===== src/rtl/reg_file_pkg.sv =====
// reg_file_pkg
// Shared definitions for the multi-read-port register file:
//   - clear-engine FSM state encoding
//   - default parameter values for the top level
//   - slice_lo(): low bit index of port k in a packed multi-port bus
package reg_file_pkg;

    typedef enum logic [0:0] {
        IDLE  = 1'b0,
        CLEAR = 1'b1
    } rf_state_e;

    localparam int DEF_DATA_W = 32;
    localparam int DEF_DEPTH  = 16;
    localparam int DEF_N_RD   = 2;

    // Port k of a packed bus with per-port width 'width' starts at this bit.
    function automatic int slice_lo(input int port, input int width);
        return port * width;
    endfunction

endpackage


===== src/rtl/reg_file_rd_port.sv =====
// reg_file_rd_port
// One registered read port of the register file.
// Ports:
//   clk, rst      clock, asynchronous active-high reset
//   rd_acc        read accepted this cycle (array idle, enabled, strobed)
//   wr_ok         a write is being committed this cycle
//   wr_addr/data  address/data of that write (used for write-first bypass)
//   rd_addr       this port's read address
//   mem           current array contents
//   rd_data       registered read data for this port
module reg_file_rd_port
    import reg_file_pkg::*;
#(
    parameter int DATA_W   = DEF_DATA_W,
    parameter int DEPTH    = DEF_DEPTH,
    parameter int ADDR_W   = $clog2(DEPTH),
    parameter bit ZERO_REG = 1'b0
) (
    input  logic              clk,
    input  logic              rst,
    input  logic              rd_acc,
    input  logic              wr_ok,
    input  logic [ADDR_W-1:0] wr_addr,
    input  logic [DATA_W-1:0] wr_data,
    input  logic [ADDR_W-1:0] rd_addr,
    input  logic [DATA_W-1:0] mem [DEPTH],
    output logic [DATA_W-1:0] rd_data
);

    localparam logic [ADDR_W:0] DEPTH_L = (ADDR_W + 1)'(DEPTH);

    logic              in_range_s;
    logic              zero_s;
    logic              bypass_s;
    logic [DATA_W-1:0] rd_nxt_s;
    logic [DATA_W-1:0] rd_data_r;

    // Extra leading zero lets DEPTH itself be represented for the compare.
    assign in_range_s = ({1'b0, rd_addr} < DEPTH_L);
    assign zero_s     = ZERO_REG && (rd_addr == {ADDR_W{1'b0}});
    // wr_ok already excludes dropped writes, so a dropped write never bypasses.
    assign bypass_s   = wr_ok && (wr_addr == rd_addr);

    // Select the value this port captures: 0, bypassed write data or array entry.
    always_comb begin
        rd_nxt_s = {DATA_W{1'b0}};
        if (!in_range_s) begin
            rd_nxt_s = {DATA_W{1'b0}};
        end else if (zero_s) begin
            rd_nxt_s = {DATA_W{1'b0}};
        end else if (bypass_s) begin
            rd_nxt_s = wr_data;
        end else begin
            rd_nxt_s = mem[rd_addr];
        end
    end

    // Output register: loads on an accepted read, otherwise holds.
    always_ff @(posedge clk or posedge rst) begin
        if (rst) begin
            rd_data_r <= {DATA_W{1'b0}};
        end else if (rd_acc) begin
            rd_data_r <= rd_nxt_s;
        end
    end

    assign rd_data = rd_data_r;

endmodule


===== src/rtl/reg_file_mp.sv =====
// reg_file_mp
// Parametrised register file with N_RD registered read ports, write-first
// bypass, optional hard-wired zero register and a one-entry-per-cycle clear.
// Ports:
//   clk, rst            clock, asynchronous active-high reset
//   en                  global enable; all state holds when low
//   wr_en/addr/data     write port
//   rd_en               read strobe common to all ports
//   rd_addr             packed read addresses, port k at [k*ADDR_W +: ADDR_W]
//   rd_data             packed registered read data, port k at [k*DATA_W +: DATA_W]
//   rd_valid            rd_data was loaded by a read accepted last cycle
//   clr_req             start a clear sweep of the whole array
//   busy                clear sweep in progress
module reg_file_mp
    import reg_file_pkg::*;
#(
    parameter int DATA_W   = DEF_DATA_W,
    parameter int DEPTH    = DEF_DEPTH,
    parameter int ADDR_W   = $clog2(DEPTH),
    parameter int N_RD     = DEF_N_RD,
    parameter bit ZERO_REG = 1'b0
) (
    input  logic                   clk,
    input  logic                   rst,
    input  logic                   en,
    input  logic                   wr_en,
    input  logic [ADDR_W-1:0]      wr_addr,
    input  logic [DATA_W-1:0]      wr_data,
    input  logic                   rd_en,
    input  logic [N_RD*ADDR_W-1:0] rd_addr,
    output logic [N_RD*DATA_W-1:0] rd_data,
    output logic                   rd_valid,
    input  logic                   clr_req,
    output logic                   busy
);

    localparam logic [ADDR_W:0]   DEPTH_L = (ADDR_W + 1)'(DEPTH);
    localparam logic [ADDR_W-1:0] LAST_L  = ADDR_W'(DEPTH - 1);

    logic [DATA_W-1:0] mem_r [DEPTH];
    rf_state_e         state_r;
    rf_state_e         state_nxt_s;
    logic [ADDR_W-1:0] cnt_r;
    logic [ADDR_W-1:0] cnt_nxt_s;
    logic              busy_r;
    logic              rd_valid_r;
    logic              idle_s;
    logic              clr_step_s;
    logic              wr_ok_s;
    logic              rd_acc_s;

    assign idle_s     = (state_r == IDLE);
    assign clr_step_s = (state_r == CLEAR) && en;
    assign rd_acc_s   = idle_s && en && rd_en;

    // Write qualification: idle and enabled, in range, not the zero register.
    always_comb begin
        wr_ok_s = 1'b0;
        if (idle_s && en && wr_en && ({1'b0, wr_addr} < DEPTH_L)) begin
            wr_ok_s = !(ZERO_REG && (wr_addr == {ADDR_W{1'b0}}));
        end else begin
            wr_ok_s = 1'b0;
        end
    end

    // Clear-engine next state and sweep counter.
    always_comb begin
        state_nxt_s = state_r;
        cnt_nxt_s   = cnt_r;
        case (state_r)
            IDLE: begin
                if (en && clr_req) begin
                    state_nxt_s = CLEAR;
                    cnt_nxt_s   = {ADDR_W{1'b0}};
                end else begin
                    state_nxt_s = IDLE;
                end
            end
            CLEAR: begin
                if (!en) begin
                    state_nxt_s = CLEAR;
                end else if (cnt_r == LAST_L) begin
                    state_nxt_s = IDLE;
                    cnt_nxt_s   = {ADDR_W{1'b0}};
                end else begin
                    cnt_nxt_s   = cnt_r + ADDR_W'(1);
                end
            end
            default: begin
                state_nxt_s = IDLE;
                cnt_nxt_s   = {ADDR_W{1'b0}};
            end
        endcase
    end

    // Clear-engine state, counter and registered busy flag.
    always_ff @(posedge clk or posedge rst) begin
        if (rst) begin
            state_r <= IDLE;
            cnt_r   <= {ADDR_W{1'b0}};
            busy_r  <= 1'b0;
        end else begin
            state_r <= state_nxt_s;
            cnt_r   <= cnt_nxt_s;
            busy_r  <= (state_nxt_s == CLEAR);
        end
    end

    // Storage array: sweep clear has priority; writes are blocked while busy anyway.
    always_ff @(posedge clk or posedge rst) begin
        if (rst) begin
            for (int i = 0; i < DEPTH; i++) begin
                mem_r[i] <= {DATA_W{1'b0}};
            end
        end else if (clr_step_s) begin
            mem_r[cnt_r] <= {DATA_W{1'b0}};
        end else if (wr_ok_s) begin
            mem_r[wr_addr] <= wr_data;
        end
    end

    // rd_valid: set by an accepted read, cleared by an enabled idle cycle, held when disabled.
    always_ff @(posedge clk or posedge rst) begin
        if (rst) begin
            rd_valid_r <= 1'b0;
        end else if (rd_acc_s) begin
            rd_valid_r <= 1'b1;
        end else if (en) begin
            rd_valid_r <= 1'b0;
        end
    end

    for (genvar k = 0; k < N_RD; k++) begin : g_rd
        reg_file_rd_port #(
            .DATA_W  (DATA_W),
            .DEPTH   (DEPTH),
            .ADDR_W  (ADDR_W),
            .ZERO_REG(ZERO_REG)
        ) u_rd_port (
            .clk    (clk),
            .rst    (rst),
            .rd_acc (rd_acc_s),
            .wr_ok  (wr_ok_s),
            .wr_addr(wr_addr),
            .wr_data(wr_data),
            .rd_addr(rd_addr[slice_lo(k, ADDR_W) +: ADDR_W]),
            .mem    (mem_r),
            .rd_data(rd_data[slice_lo(k, DATA_W) +: DATA_W])
        );
    end

    assign busy     = busy_r;
    assign rd_valid = rd_valid_r;

endmodule


===== config.mk =====
export PLATFORM = sky130hd
export DESIGN_NAME = reg_file_mp
export DESIGN_NICKNAME = d
export VERILOG_FILES = /design/src/rtl/reg_file_pkg.sv /design/src/rtl/reg_file_rd_port.sv /design/src/rtl/reg_file_mp.sv
export SDC_FILE = /design/constraint.sdc
export NUM_CORES = 1
export LEC_CHECK = 0
export ABC_AREA = 1
export CAP_MARGIN = 20
export CORE_MARGIN = 3
export CORE_UTILIZATION = 51
export CTS_CLUSTER_SIZE = 25
export DETAILED_ROUTE_END_ITERATION = 10
export DONT_BUFFER_PORTS = 1
export HOLD_SLACK_MARGIN = 0.08
export PLACE_DENSITY = 0.66
export SYNTH_ARGS = -nofsm -noshare
export SYNTH_HDL_FRONTEND = slang
export SYNTH_SLANG_ARGS = --single-unit

===== constraint.sdc =====
create_clock -name clk -period 19.2 [get_ports clk]
set_clock_uncertainty 0.15 [all_clocks]
set_input_delay 0.96 -clock clk [delete_from_list [all_inputs] [get_ports clk]]
set_output_delay 0.96 -clock clk [all_outputs]
set_load 0.02 [all_outputs]

==> results.md <==
Synth:
- The cell count after synthesis came out at 4453.
- A synthesized cell averages 7.236 µm².
- Of all cell types, the one taking the most synthesized area is dfrtp_1.
- The number of nets handed over by synthesis was 4507.
- After synthesis the cells add up to about 32000 µm².
- Sorting the synthesized cells by area gives the leading types as dfrtp_1, nand3_1, nand2_1.
- The flip-flop cell with the highest count after synthesis is dfrtp_1.
- The synthesized design devotes to its leading area cell type 45.20% of total area.
- The share of synthesized area occupied by flip-flops and latches is 45.20%.
- In this run, synthesis produced a sequential element count of 582.
- The async set or reset register ratio after synthesis is between 90% and 100%.
- For this run, the number of Yosys warnings is 0.
- In this run, synthesis inferred 0 flip-flops with an integrated enable.
- The number of library cell types mapped by synthesis is 29.

Global routing:
- For this run, global-route usage on met2 was measured as 52.73%.
- The sum of overflow across all layers after global routing is 0.
- The number of global-route vias before repair is around 30000.
- The initial antenna violation count is 0.
- The total routing resource utilization after global routing is 35.47%.
- In the global route stage, met1 resource usage came out at roughly 50%.
- The layer flagged by global routing as most heavily used is met2.
- The wire length of the first global-routing pass is 181.5 mm.
- Global routing used 7.450% of the available met3 tracks.
- The largest net degree at the start of global routing is ~260.

Cells and area:
- The library cells used most frequently in the layout, excluding fill and tap cells, are nand2_1, nand3_1, dfrtp_1.
- For this run, the post-layout net count is 4247.
- The commonest non-fill, non-tap cell in the layout is nand2_1.
- The area growth from synthesis to layout is 6.364%.
- The proportion of layout cells with a drive suffix above 1 is approximately 4.6%.
- The number of non-filler instances in the completed layout is around 5000.
- The antenna diode count is 0.

Worst setup path:
- STA classifies the critical path startpoint as an input port.
- The top fanout value on the critical path is 115.
- The startpoint-to-endpoint class of the critical path is input port to asynchronous set/reset pin.
- Data on the critical path arrives at its endpoint at 3930 ps.
- The worst setup path is captured at an asynchronous set/reset pin.
- The data required time of the worst path is a little under 20000 ps.

Clock tree:
- Clock-pin slew was measured on the worst setup and hold paths at 60 ps.
- The clock latency on the worst-skew pair is 620 ps.
- The H-tree was split into 3 levels.
- The clock tree from TritonCTS is yes.
- After clock tree synthesis, the setup repair step added 0 buffers.
- Hold repair after CTS inserted 0 buffers.
- The cell at the root of the clock tree is clkbuf_16.
- The total clock buffers created by CTS is 67.
- The number of sinks driven by the clock tree is 582.
- The number of gates resized after cts is 0.
- The number of buffers on the longest clock path is 3.

Pwr:
- The leakage power is 17.75 nW.
- The total power of the final layout is 4.800 mW.
- Power spread over the standard cell area amounts to roughly 140 nW/µm².
- The worst ir drop on vdd is 0.00008481 V.

Job:
- The tool flagged a number of max-cap violations equal to 0.

Timing:
- The share of the clock period used by the worst path is a little under a fifth.
- The final hold slack is around 200 ps.
- The final setup TNS is 0 ps.
- The hold violation count in the final report came to 0.
- Measured against its own limit, the worst slew margin works out to 20.17%.
- Based on the critical path, the design can be clocked at up to 286.6 MHz.
- Setup repair after global routing left no endpoint under its margin.
- The count of final max-slew check failures is 0.
- For the pin with the worst max-slew slack, the measured transition is 1197 ps.
- Setup violations remaining at the end of the flow were counted as 0.
- The final critical delay including setup and external delays is approximately 3500 ps.

Floorplanning:
- For this design the top-level I/O count stands at about 120.
- The die covers ~66000 µm².
- The effective utilization at floorplan is between 50% and 60%.
- The core region is approximately 62000 µm².
- The floorplan die height is 257.4 µm.
- The total number of placement rows is between 90 and 100.
- The die is between 200 and 300 µm wide.

Place:
- The congestion estimate from routability-driven global placement came to 0.8082.
- The quantity of I/O buffers inserted on ports is 0.
- The number of cells after detailed placement is approximately 5000.
- The estimated wirelength of the detail-placed design is 55.23 mm.

Drt:
- The total wirelength of the detailed-routed design is 119.1 mm.
- The detail route stage leaves a number of antenna-violating nets equal to 0.
- In the final routed layout, each cell accounts on average for 23.44 µm.
- The via-per-instance ratio is 6.191.
- The total via count after detailed routing is 31459.
- The residual DRC count is 0.
- The initial DRC count is 4285.
- The first TritonRoute pass finished after 6 iterations.

Run status:
- The run finished with clean final reports.

Min path:
- The tightest min-delay check is of the input port to asynchronous set/reset pin type.
==> synthesized netlist by cell type (5+ instances only) <==
cell / count
dfrtp_1: 582
o22ai_1: 514
nand3_1: 962
nor2_1: 150
nand2_1: 1253
buf_1: 45
inv_1: 567
nand2_4: 11
nand2_2: 10
clkbuf_1: 125
buf_2: 161
xor2_1: 5
buf_4: 35
==> power breakdown <==
part	leakage, nW	total, mW	internal, mW	switching (mW)
clock	1.11	1.31	0.778	0.536
sequential	7.26	2.01	1.75	0.269
combinational	9.38	1.47	0.518	0.954
total	17.7	4.80	3.04	1.76
==> flip-flops by register name (all words and copies together) (netlist names) <==
register / count
busy: 1
cnt_r: 4
g_rd.u_rd_port.rd_data: 64
mem_r: 512
rd_valid: 1
==> logic make-up (layout without fill, tap and decap cells) <==
family	Yosys count	after routing	share of synthesized area, %
DFF	582	582	45.20
and+or+nand+nor	2393	2393	32.11
xor gates and xnor gates	7	7	0.1903
AOI/OAI and AO/OA	527	527	10.31
buffers and inverters	940	731	12.03
adders and majority gates	4	4	0.1553
==> worst paths after layout <==
kind	depth (start not counted)	endpoint	slack [ps]	startpoint
max	4	mem_r[465]$_DFFE_PP0P_	15710	rst
min	1	mem_r[194]$_DFFE_PP0P_	200	rst
max reg2reg	6	mem_r[491]$_DFFE_PP0P_	15970	busy$_DFF_PP0_
min reg2reg	2	mem_r[26]$_DFFE_PP0P_	380	mem_r[26]$_DFFE_PP0P_
max in group clk	6	mem_r[491]$_DFFE_PP0P_	15970	busy$_DFF_PP0_
min in group clk	3	rd_valid$_DFFE_PP0P_	360	en
==> routing by layer <==
metal | routed length (µm) | vias up
li1 | - | 14068
met1 | 47070 | 14877
met2 | 51350 | 2113
met3 | 14710 | 401
met4 | 5981 | 0
met5 | 0 | -
==> cell type report <==
cell class | instances | area (µm²)
multi-input combinational | 2931 | 13860
fill | 5965 | 27780
inverter | 572 | 2180
timing repair buffer | 39 | 382.9
tap | 837 | 1047
clock inverter | 19 | 229.0
clock buffer | 101 | 2007
sequential | 582 | 14560
==> per-stage QoR <==
| stage | setup WS, ps | util [%] | area [µm²] |
|---|---|---|---|
| 3_5_place_dp | 14890 | 51.44 | 31920 |
| 5_1_grt | 15210 | 55.23 | 34270 |
| 4_1_cts | 15540 | 55.04 | 34160 |
| 2_1_floorplan | 1805 | - | 32220 |
| 3_3_place_gp | 14900 | 51.41 | 31900 |
| 6_report | 15710 | 55.23 | 34270 |
==> worst max-delay path: stages <==
cell and delay (ps):
inv_8 500, buf_4 720, buf_4 740, buf_4 840
Note: power is estimated with default switching activity, not from simulation.
